$ cat src/rtl/display_scan_controller.sv
// Scan sequencer for a 4-digit multiplexed seven-segment display: blank/show
// timing per digit, active-low anodes, and a frame-synchronised double-buffered value.
module display_scan_controller #(
  parameter int REFRESH_DIV  = 100000,
  parameter int BLANK_CYCLES = 500,
  parameter bit LZ_SUPPRESS  = 1'b1
) (
  input  logic        clk,
  input  logic        reset,
  input  logic        enable,
  input  logic [15:0] value_in,
  input  logic [3:0]  dp_in,
  input  logic        load,
  output logic [1:0]  s,
  output logic [3:0]  an,
  output logic [3:0]  nibble,
  output logic        dp,
  output logic        blank,
  output logic        pending,
  output logic        frame_done
);

  localparam int CNT_MAX = (REFRESH_DIV > BLANK_CYCLES) ? REFRESH_DIV : BLANK_CYCLES;
  localparam int CNT_W   = (CNT_MAX > 1) ? $clog2(CNT_MAX) : 1;
  localparam logic [CNT_W-1:0] SHOW_LAST  = CNT_W'(REFRESH_DIV - 1);
  localparam logic [CNT_W-1:0] BLANK_LAST = CNT_W'(BLANK_CYCLES - 1);

  typedef enum logic {ST_BLANK = 1'b0, ST_SHOW = 1'b1} state_t;

  state_t           r_state, w_state_n;
  logic [CNT_W-1:0] r_cnt, w_cnt_n;
  logic [1:0]       r_s, w_s_n;
  logic [15:0]      r_shadow, w_shadow_n, r_active, w_active_n;
  logic [3:0]       r_shadow_dp, w_shadow_dp_n, r_active_dp, w_active_dp_n;
  logic             r_pending, w_pending_n;
  logic [3:0]       r_an, w_an_n, r_nibble, w_nibble_n;
  logic             r_dp, w_dp_n, r_blank, w_blank_n, r_frame_done;
  logic             w_boundary, w_commit, w_lit;

  // A digit above 0 goes dark when it and every more significant nibble are zero.
  function automatic logic digit_suppressed(input logic [1:0] d, input logic [15:0] v);
    if (!LZ_SUPPRESS) return 1'b0;
    case (d)
      2'd1:    return (v[15:4] == 12'h000);
      2'd2:    return (v[15:8] == 8'h00);
      2'd3:    return (v[15:12] == 4'h0);
      default: return 1'b0;
    endcase
  endfunction

  always_comb begin
    w_state_n     = r_state;
    w_cnt_n       = r_cnt;
    w_s_n         = r_s;
    w_shadow_n    = r_shadow;
    w_shadow_dp_n = r_shadow_dp;
    w_active_n    = r_active;
    w_active_dp_n = r_active_dp;
    w_pending_n   = r_pending;
    w_boundary    = 1'b0;
    w_commit      = 1'b0;

    if (!enable) begin
      w_state_n = ST_BLANK;
      w_cnt_n   = '0;
      w_s_n     = 2'd0;
      w_commit  = 1'b1;
    end else begin
      case (r_state)
        ST_BLANK: begin
          if (r_cnt == BLANK_LAST) begin
            w_cnt_n   = '0;
            w_state_n = ST_SHOW;
          end else begin
            w_cnt_n = r_cnt + CNT_W'(1);
          end
        end
        default: begin
          if (r_cnt == SHOW_LAST) begin
            w_cnt_n    = '0;
            w_s_n      = r_s + 2'd1;
            w_state_n  = ST_BLANK;
            w_boundary = (r_s == 2'd3);
          end else begin
            w_cnt_n = r_cnt + CNT_W'(1);
          end
        end
      endcase
      w_commit = w_boundary;
    end

    // At a commit point a fresh load bypasses the shadow; otherwise it waits there.
    if (w_commit) begin
      if (load) begin
        w_active_n    = value_in;
        w_active_dp_n = dp_in;
        w_pending_n   = 1'b0;
      end else if (r_pending) begin
        w_active_n    = r_shadow;
        w_active_dp_n = r_shadow_dp;
        w_pending_n   = 1'b0;
      end
    end else if (load) begin
      w_shadow_n    = value_in;
      w_shadow_dp_n = dp_in;
      w_pending_n   = 1'b1;
    end

    // Outputs are derived from next-cycle state so they line up with it.
    w_lit      = (w_state_n == ST_SHOW) && !digit_suppressed(w_s_n, w_active_n);
    w_an_n     = w_lit ? ~(4'b0001 << w_s_n) : 4'b1111;
    w_blank_n  = !w_lit;
    w_dp_n     = w_lit ? ~w_active_dp_n[w_s_n] : 1'b1;
    w_nibble_n = w_active_n[{w_s_n, 2'b00} +: 4];
  end

  always_ff @(posedge clk) begin
    if (reset) begin
      r_state      <= ST_BLANK;
      r_cnt        <= '0;
      r_s          <= 2'd0;
      r_shadow     <= 16'h0000;
      r_shadow_dp  <= 4'h0;
      r_active     <= 16'h0000;
      r_active_dp  <= 4'h0;
      r_pending    <= 1'b0;
      r_an         <= 4'b1111;
      r_nibble     <= 4'h0;
      r_dp         <= 1'b1;
      r_blank      <= 1'b1;
      r_frame_done <= 1'b0;
    end else begin
      r_state      <= w_state_n;
      r_cnt        <= w_cnt_n;
      r_s          <= w_s_n;
      r_shadow     <= w_shadow_n;
      r_shadow_dp  <= w_shadow_dp_n;
      r_active     <= w_active_n;
      r_active_dp  <= w_active_dp_n;
      r_pending    <= w_pending_n;
      r_an         <= w_an_n;
      r_nibble     <= w_nibble_n;
      r_dp         <= w_dp_n;
      r_blank      <= w_blank_n;
      r_frame_done <= w_boundary;
    end
  end

  assign s          = r_s;
  assign an         = r_an;
  assign nibble     = r_nibble;
  assign dp         = r_dp;
  assign blank      = r_blank;
  assign pending    = r_pending;
  assign frame_done = r_frame_done;

endmodule

$ cat config.mk
export PLATFORM = sky130hd
export DESIGN_NAME = display_scan_controller
export DESIGN_NICKNAME = d
export VERILOG_FILES = /design/src/rtl/display_scan_controller.sv
export SDC_FILE = /design/constraint.sdc
export NUM_CORES = 1
export LEC_CHECK = 0
export CELL_PAD_IN_SITES_DETAIL_PLACEMENT = 2
export CELL_PAD_IN_SITES_GLOBAL_PLACEMENT = 2
export CORE_MARGIN = 2
export CORE_UTILIZATION = 35
export CTS_CLUSTER_SIZE = 12
export DETAILED_ROUTE_END_ITERATION = 6
export PLACE_DENSITY = 0.87
export RECOVER_POWER = 25
export REMOVE_ABC_BUFFERS = 1
export SLEW_MARGIN = 30
export SYNTH_ARGS = -nofsm -noshare
export SYNTH_HDL_FRONTEND = slang
export SYNTH_SLANG_ARGS = --single-unit
$ cat constraint.sdc
create_clock -name clk -period 5.57 [get_ports clk]
set_input_delay 1.114 -clock clk [delete_from_list [all_inputs] [get_ports clk]]
set_output_delay 1.114 -clock clk [all_outputs]
set_load 0.01 [all_outputs]
# Word level (Yosys, flattened, before mapping)
# Index checks and enable logic that the tools add are counted.
[word_totals] register_bits=72 input_bits=24 output_inout_bits=14 wordCells=61
[classes] add_sub_neg=2 order_cmp=1 n_eq_ne=6 shift=2 muxes=22 bitwise=5 n_reduce_logical=10
[ops] op="17-bit two-way mux" n=3
[ops] op="16-bit two-way mux" n=3
[ops] op="17-bit by 1-bit adder with 17-bit output, second input constant" n=1
[ops] op="17-bit equality test, second input constant" n=1
[ops] op="17-bit by 9-bit equality test with 1-bit output, second input constant" n=1
[ops] op="16-bit by 5-bit indexed part select with 4-bit output" n=1
[ops] op="12-bit logical NOT" n=1
[ops] op="4-bit two-way mux" n=3
[ops] op="8-bit logical NOT" n=1
[ops] op="1-bit two-way mux" n=8
[ops] op="2-bit equality test, second input constant" n=3
[ops] op="2-bit two-way mux" n=3
[ops] op="2-bit OR reduction" n=3
[ops] op="4-bit logical NOT" n=1
[ops] op="1-bit inverter" n=4
[ops] op="4-bit inverter" n=1
[ops] op="1-bit by 2-bit << shifter with 4-bit output, first input constant" n=1
[ops] op="2-bit by 3-bit < comparator with 1-bit output, second input constant" n=1
[ops] op="1-bit one-hot mux with 3 select lines" n=1
[ops] op="2-bit by 1-bit adder with 2-bit output, second input constant" n=1
[ops] op="1-bit binary-select mux with 2-bit select" n=1
[ops] op="2-bit by 1-bit equality test with 1-bit output, second input constant" n=1
[ops] op="1-bit logical NOT" n=2
[ops] op="2-bit AND reduction" n=1
[ops] op="1-bit logical AND" n=1

# Logic depth before layout (Yosys ltp)
[depth] word_depth=11 depth_mapped=10 ltp_nobuf=8

# Worst setup path after synthesis
# No wires, ideal clock.
[synth_timing] path_type="input -> register" startpoint="input port load" endpoint="register r_an[1] (netlist: an[1])" setup_ns=0.135 arrival_time_ns=2.764 required_ns=5.435 slack_ns=2.671 path_stages=9 n_path_buf=1 path_cell_list="clkbuf_1 -> inv_1 -> nor2_1 -> a221oi_1 -> mux2_4 -> nor2b_1 -> a41o_1 -> a41oi_4 -> nand2_1"
[synth_via] elab_chain_len=8 elab_cells_between_ends=10 classes_between="mux (3); bitwise (1); reduce/logical (6)"
[synth_rtl] item="start, declared" line="13" rtl="input logic load,"
[synth_rtl] item="16-bit two-way mux *" line="94" rtl="if (load) begin"
[synth_rtl] item="16-bit two-way mux *" line="93" rtl="if (w_commit) begin"
[synth_rtl] item="12-bit logical NOT (tied with other cells)" line="44" rtl="2'd1: return (v[15:4] == 12'h000);"
[synth_rtl] item="1-bit one-hot mux with 3 select lines *" line="43" rtl="case (d)"
[synth_rtl] item="1-bit logical NOT *" line="110" rtl="w_lit = (w_state_n == ST_SHOW) && !digit_suppressed(w_s_n, w_active_n);"
[synth_rtl] item="1-bit logical AND *" line="110"
[synth_rtl] item="1-bit inverter (no line) *"
[synth_rtl] item="2-bit OR reduction (no line) *"
[synth_rtl] item="end signal, assigned" line="141" rtl="r_an <= w_an_n;"
[synth_rtl] item="end, declared" line="36" rtl="logic [3:0] r_an, w_an_n, r_nibble, w_nibble_n;"
# Mark *: on every way between the ends. The rest lies on a longest branch, timed or not.
# A chain may end at the register's enable or synchronous reset.

# Final worst setup path
[layout_timing] startpoint="input port enable" endpoint="register r_shadow_dp[3]"
[layout_via] elab_chain_len=3
[layout_rtl] item="start, declared" line="10" rtl="input logic enable,"
[layout_rtl] item="1-bit two-way mux" line="63" rtl="if (!enable) begin"
[layout_rtl] item="1-bit inverter (no line)"
[layout_rtl] item="2-bit AND reduction (no line)"
[layout_rtl] item="end signal, assigned" line="137" rtl="r_shadow_dp <= w_shadow_dp_n;"
[layout_rtl] item="end, declared" line="34" rtl="logic [3:0] r_shadow_dp, w_shadow_dp_n, r_active_dp, w_active_dp_n;"
# No other way between the ends.

==> flow_summary.ini <==
[synthesis]
synthesis.area_sq_um = 3591
synth.ff_latch_count = 72
syn-mean-instance-area_sq_um = 8.143
sequential_fraction_of_the_synthesis_area_pct = 40.14
synth_warnings = 0
ys.flop_type = sky130_fd_sc_hd__dfxtp_1
synth.lib_cells_used.distinct = 58
synthCells = 441
synth-edff-count = 0
async_flop_share_pct = 0

[sta]
fin_skew_ns = 0.008582
rsz0062_at_grt = false
max_slew_headroom_pct = 36.53
fin_setup_tns_ns = 0
max_clock_freq_mhz = 220.2
setup-violations-final = 0
tightest_slew_ns = 0.9486
slew_viol_final = 0
post-route-min-period_ns = 4.541
finalHoldViolCount = 0
layout_worst_path_cycle_share_pct = 81.53

[die]
fp.dieArea_sq_um = 11090
core_area_sq_um = 9864
die_w_um = 105.3
floorplan.initialDensity_pct = 36.40
floorplan.io_pins = 38
die_h_um = 105.3
std_cell_rows = 36

[cells_and_area]
num-fill-cells = 1128
syn_to_final_growth_pct = 17.87
final_net_count = 494
layout-drive-gt1-share_pct = 5.708
most-common-layout-cells = 87 x sky130_fd_sc_hd__nor2_1, 72 x sky130_fd_sc_hd__dfxtp_1, 31 x sky130_fd_sc_hd__nand2_1
final_core_utilization_pct = 42.91
antenna-diode-count = 0
mostFrequentLayoutCell = sky130_fd_sc_hd__nor2_1

[clock_tree]
htree_num_levels = 3
cts_buffer_depth = 2
cts.root.buffer_cell = sky130_fd_sc_hd__clkbuf_8
numCtsBuffers = 9
clock_sink_count = 72
clock_pin_slew_of_the_registers_on_the_worst_case_setup_and_hold_paths_ns = 0.08
clkLatencyLatePin_ns = 0.36
cts_setup_buffers = 0
cts_tree = built
cts.hold.buffers_added = 0
cts_repair_resize_count = 0

[job]
cap_viol_max_count = 0

[grt]
grt_use_total_pct = 22.41
grt_start_max_net_pins = 32
grt_first_pass_wirelength_um = 19450
grt_overflow = 0
grt_pass1_vias = 3552
antenna_found_initial = 0

[worst_setup_path]
endpoint_class_of_the_critical_path = register
cpPeakStageDelay_ns = 0.78
critPathRequiredTime_ns = 5.80
timing.critical_path.fanout_max = 17
cp_slowest_cell = sky130_fd_sc_hd__nor2_1
r2r_slack_ns = 1.92
regToRegStartpoint = r_cnt[11]$_SDFF_PP0_
critical_path.startpoint_type = primary input
timing.critical_path.depth = 8
cp_common_cell = sky130_fd_sc_hd__nor2_1
crit-reg2reg-capture = r_shadow_dp[3]$_SDFFE_PP0P_
cp_cell_sequence = dlygate4sd3_1 > clkbuf_1 > inv_1 > nor2_1 > nand2_1 > buf_4 > mux2i_1 > nor2_1
critical-path-top-delay-family = buffers and inverters
crit_arrival_ns = 4.77
depth_of_the_worst_register_to_register_path = 8
critPathKind = in2reg
critical_path_buf_inv_count = 4

[detailed_routing]
number_of_drc_markers_in_iteration_0 = 150
wirelength_met1_um = 5675
drc = 0
antenna_left = 0
drt_first_pass_iters = 4
route.detailed.wl_per_inst_um = 19.70
met2RoutedLength_um = 5829
post_drt_via_cell_ratio = 5.546
wl_um = 11940
dr_wl_met3_um = 299
top_signal_layer_used = met4
num_vias = 3361

[placement]
routabilityCongestion = 0.8124
io_buffers = 37
post-dp-hpwl_um = 8075

[pwr]
max-vdd-ir-drop_v = 0.0001350
static_leakage_power_nw = 1.555
power-per-cell-area_nw_per_um2 = 266.3

[hold_path]
hold_path_stages = 2
holdCritPathClass = reg2reg
worstHoldStart = r_shadow[3]$_SDFFE_PP0P_
hold-path-endpoint = r_shadow[3]$_SDFFE_PP0P_

[outcome]
run_status = finished clean
## registers in the layout (all words and copies together) (netlist names)
signal and count:
pending 1, r_cnt 17, r_shadow 16, r_shadow_dp 4
an 4, r_active 16, dp 1, blank 1
frame_done 1, s 2, r_active_dp 4, nibble 4
r_state 1
## power breakdown
group	switching (mW)	total, mW	internal [mW]
registers	0.0140	0.548	0.534
logic	0.0829	0.142	0.0593
clock network	0.207	0.437	0.231
total	0.303	1.13	0.824
## routing by layer
metal	vias up	GRT usage, %
li1	1599	-
met1	1688	29.02
met2	59	38.25
met3	15	2.907
met4	0	7.714
met5	-	0
## worst max-delay path by stage
| stage | from | end | slack, ns |
|---|---|---|---|
| 4_1_cts | enable | r_shadow_dp[3]$_SDFFE_PP0P_ | 1.67 |
| 5_1_grt | enable | r_shadow_dp[3]$_SDFFE_PP0P_ | 0.73 |
| 3_5_place_dp | enable | r_shadow_dp[3]$_SDFFE_PP0P_ | 1.32 |
| 3_3_place_gp | enable | r_shadow_dp[3]$_SDFFE_PP0P_ | 1.43 |
| 2_1_floorplan | enable | r_shadow[0]$_SDFFE_PP0P_ | 2.83 |
| 6_report | enable | r_shadow_dp[3]$_SDFFE_PP0P_ | 1.03 |
## tightest hold or removal path: stages, from the launching register on
cell	delay (ns)
sky130_fd_sc_hd__dfxtp_1	0.31
sky130_fd_sc_hd__nand2_1	0.05
sky130_fd_sc_hd__a21oi_1	0.05
## Yosys cell counts, drive strengths merged (3+ instances only)
cell type,n,area (sq um)
nor2b,9,56.30
a21oi,31,158.9
o22a,3,26.28
nor3,6,30.03
xnor2,6,52.55
o22ai,5,31.28
a211oi,5,42.54
a22oi,5,37.54
or3,9,56.30
o221ai,3,26.28
inv,13,48.80
o21ai,20,103.9
nor2,87,326.6
clkbuf,16,60.06
dfxtp,72,1441
nand2b,9,56.30
nor3b,5,37.54
buf,11,53.80
nand3,15,80.08
a221o,3,30.03
xor2,8,70.07
nand3b,6,45.04
nor4,3,33.78
nand4,5,37.53
mux2i,21,210.2
o211ai,4,30.03
nand2,31,116.4
a221oi,3,26.28
## through the flow
step	power [mW]	area (sq um)	hold slack [ns]	cells	setup WS, ns
global route	1.173	4233	0.4877	606	0.7262
floorplan	0.6323	3477	0.4251	414	2.831
CTS	1.138	4258	0.4612	606	1.673
detailed placement	0.7010	4059	0.4504	590	1.318
finish	1.127	4233	0.4568	606	1.029
global placement	0.6934	4059	0.4385	590	1.434
## kinds of logic (layout without fill, tap and decap cells)
logic type | Yosys count | count (layout) | share of synthesized area (%)
multiplexers | 22 | 22 | 6.272
AND/OR/NAND/NOR | 195 | 195 | 26.65
adder cells (fa/ha/maj) | 2 | 2 | 0.6968
buffers and inverters | 40 | 72 | 4.530
flip-flops | 72 | 72 | 40.14
XOR/XNOR | 14 | 14 | 3.415
AO/OA/AOI/OAI | 96 | 96 | 18.29
## final cells by class
type	instances	area, sq um	share of cell area [%]
multi-input cells	329	1966	46.44
flip-flops and latches	72	1441	34.05
repair buffers	43	411.6	9.725
well taps	133	166.4	3.931
clock buffers	13	158.9	3.754
inverters	13	48.80	1.153
clock inverters	3	40.04	0.9459
Note: power is estimated with default switching activity, not from simulation.
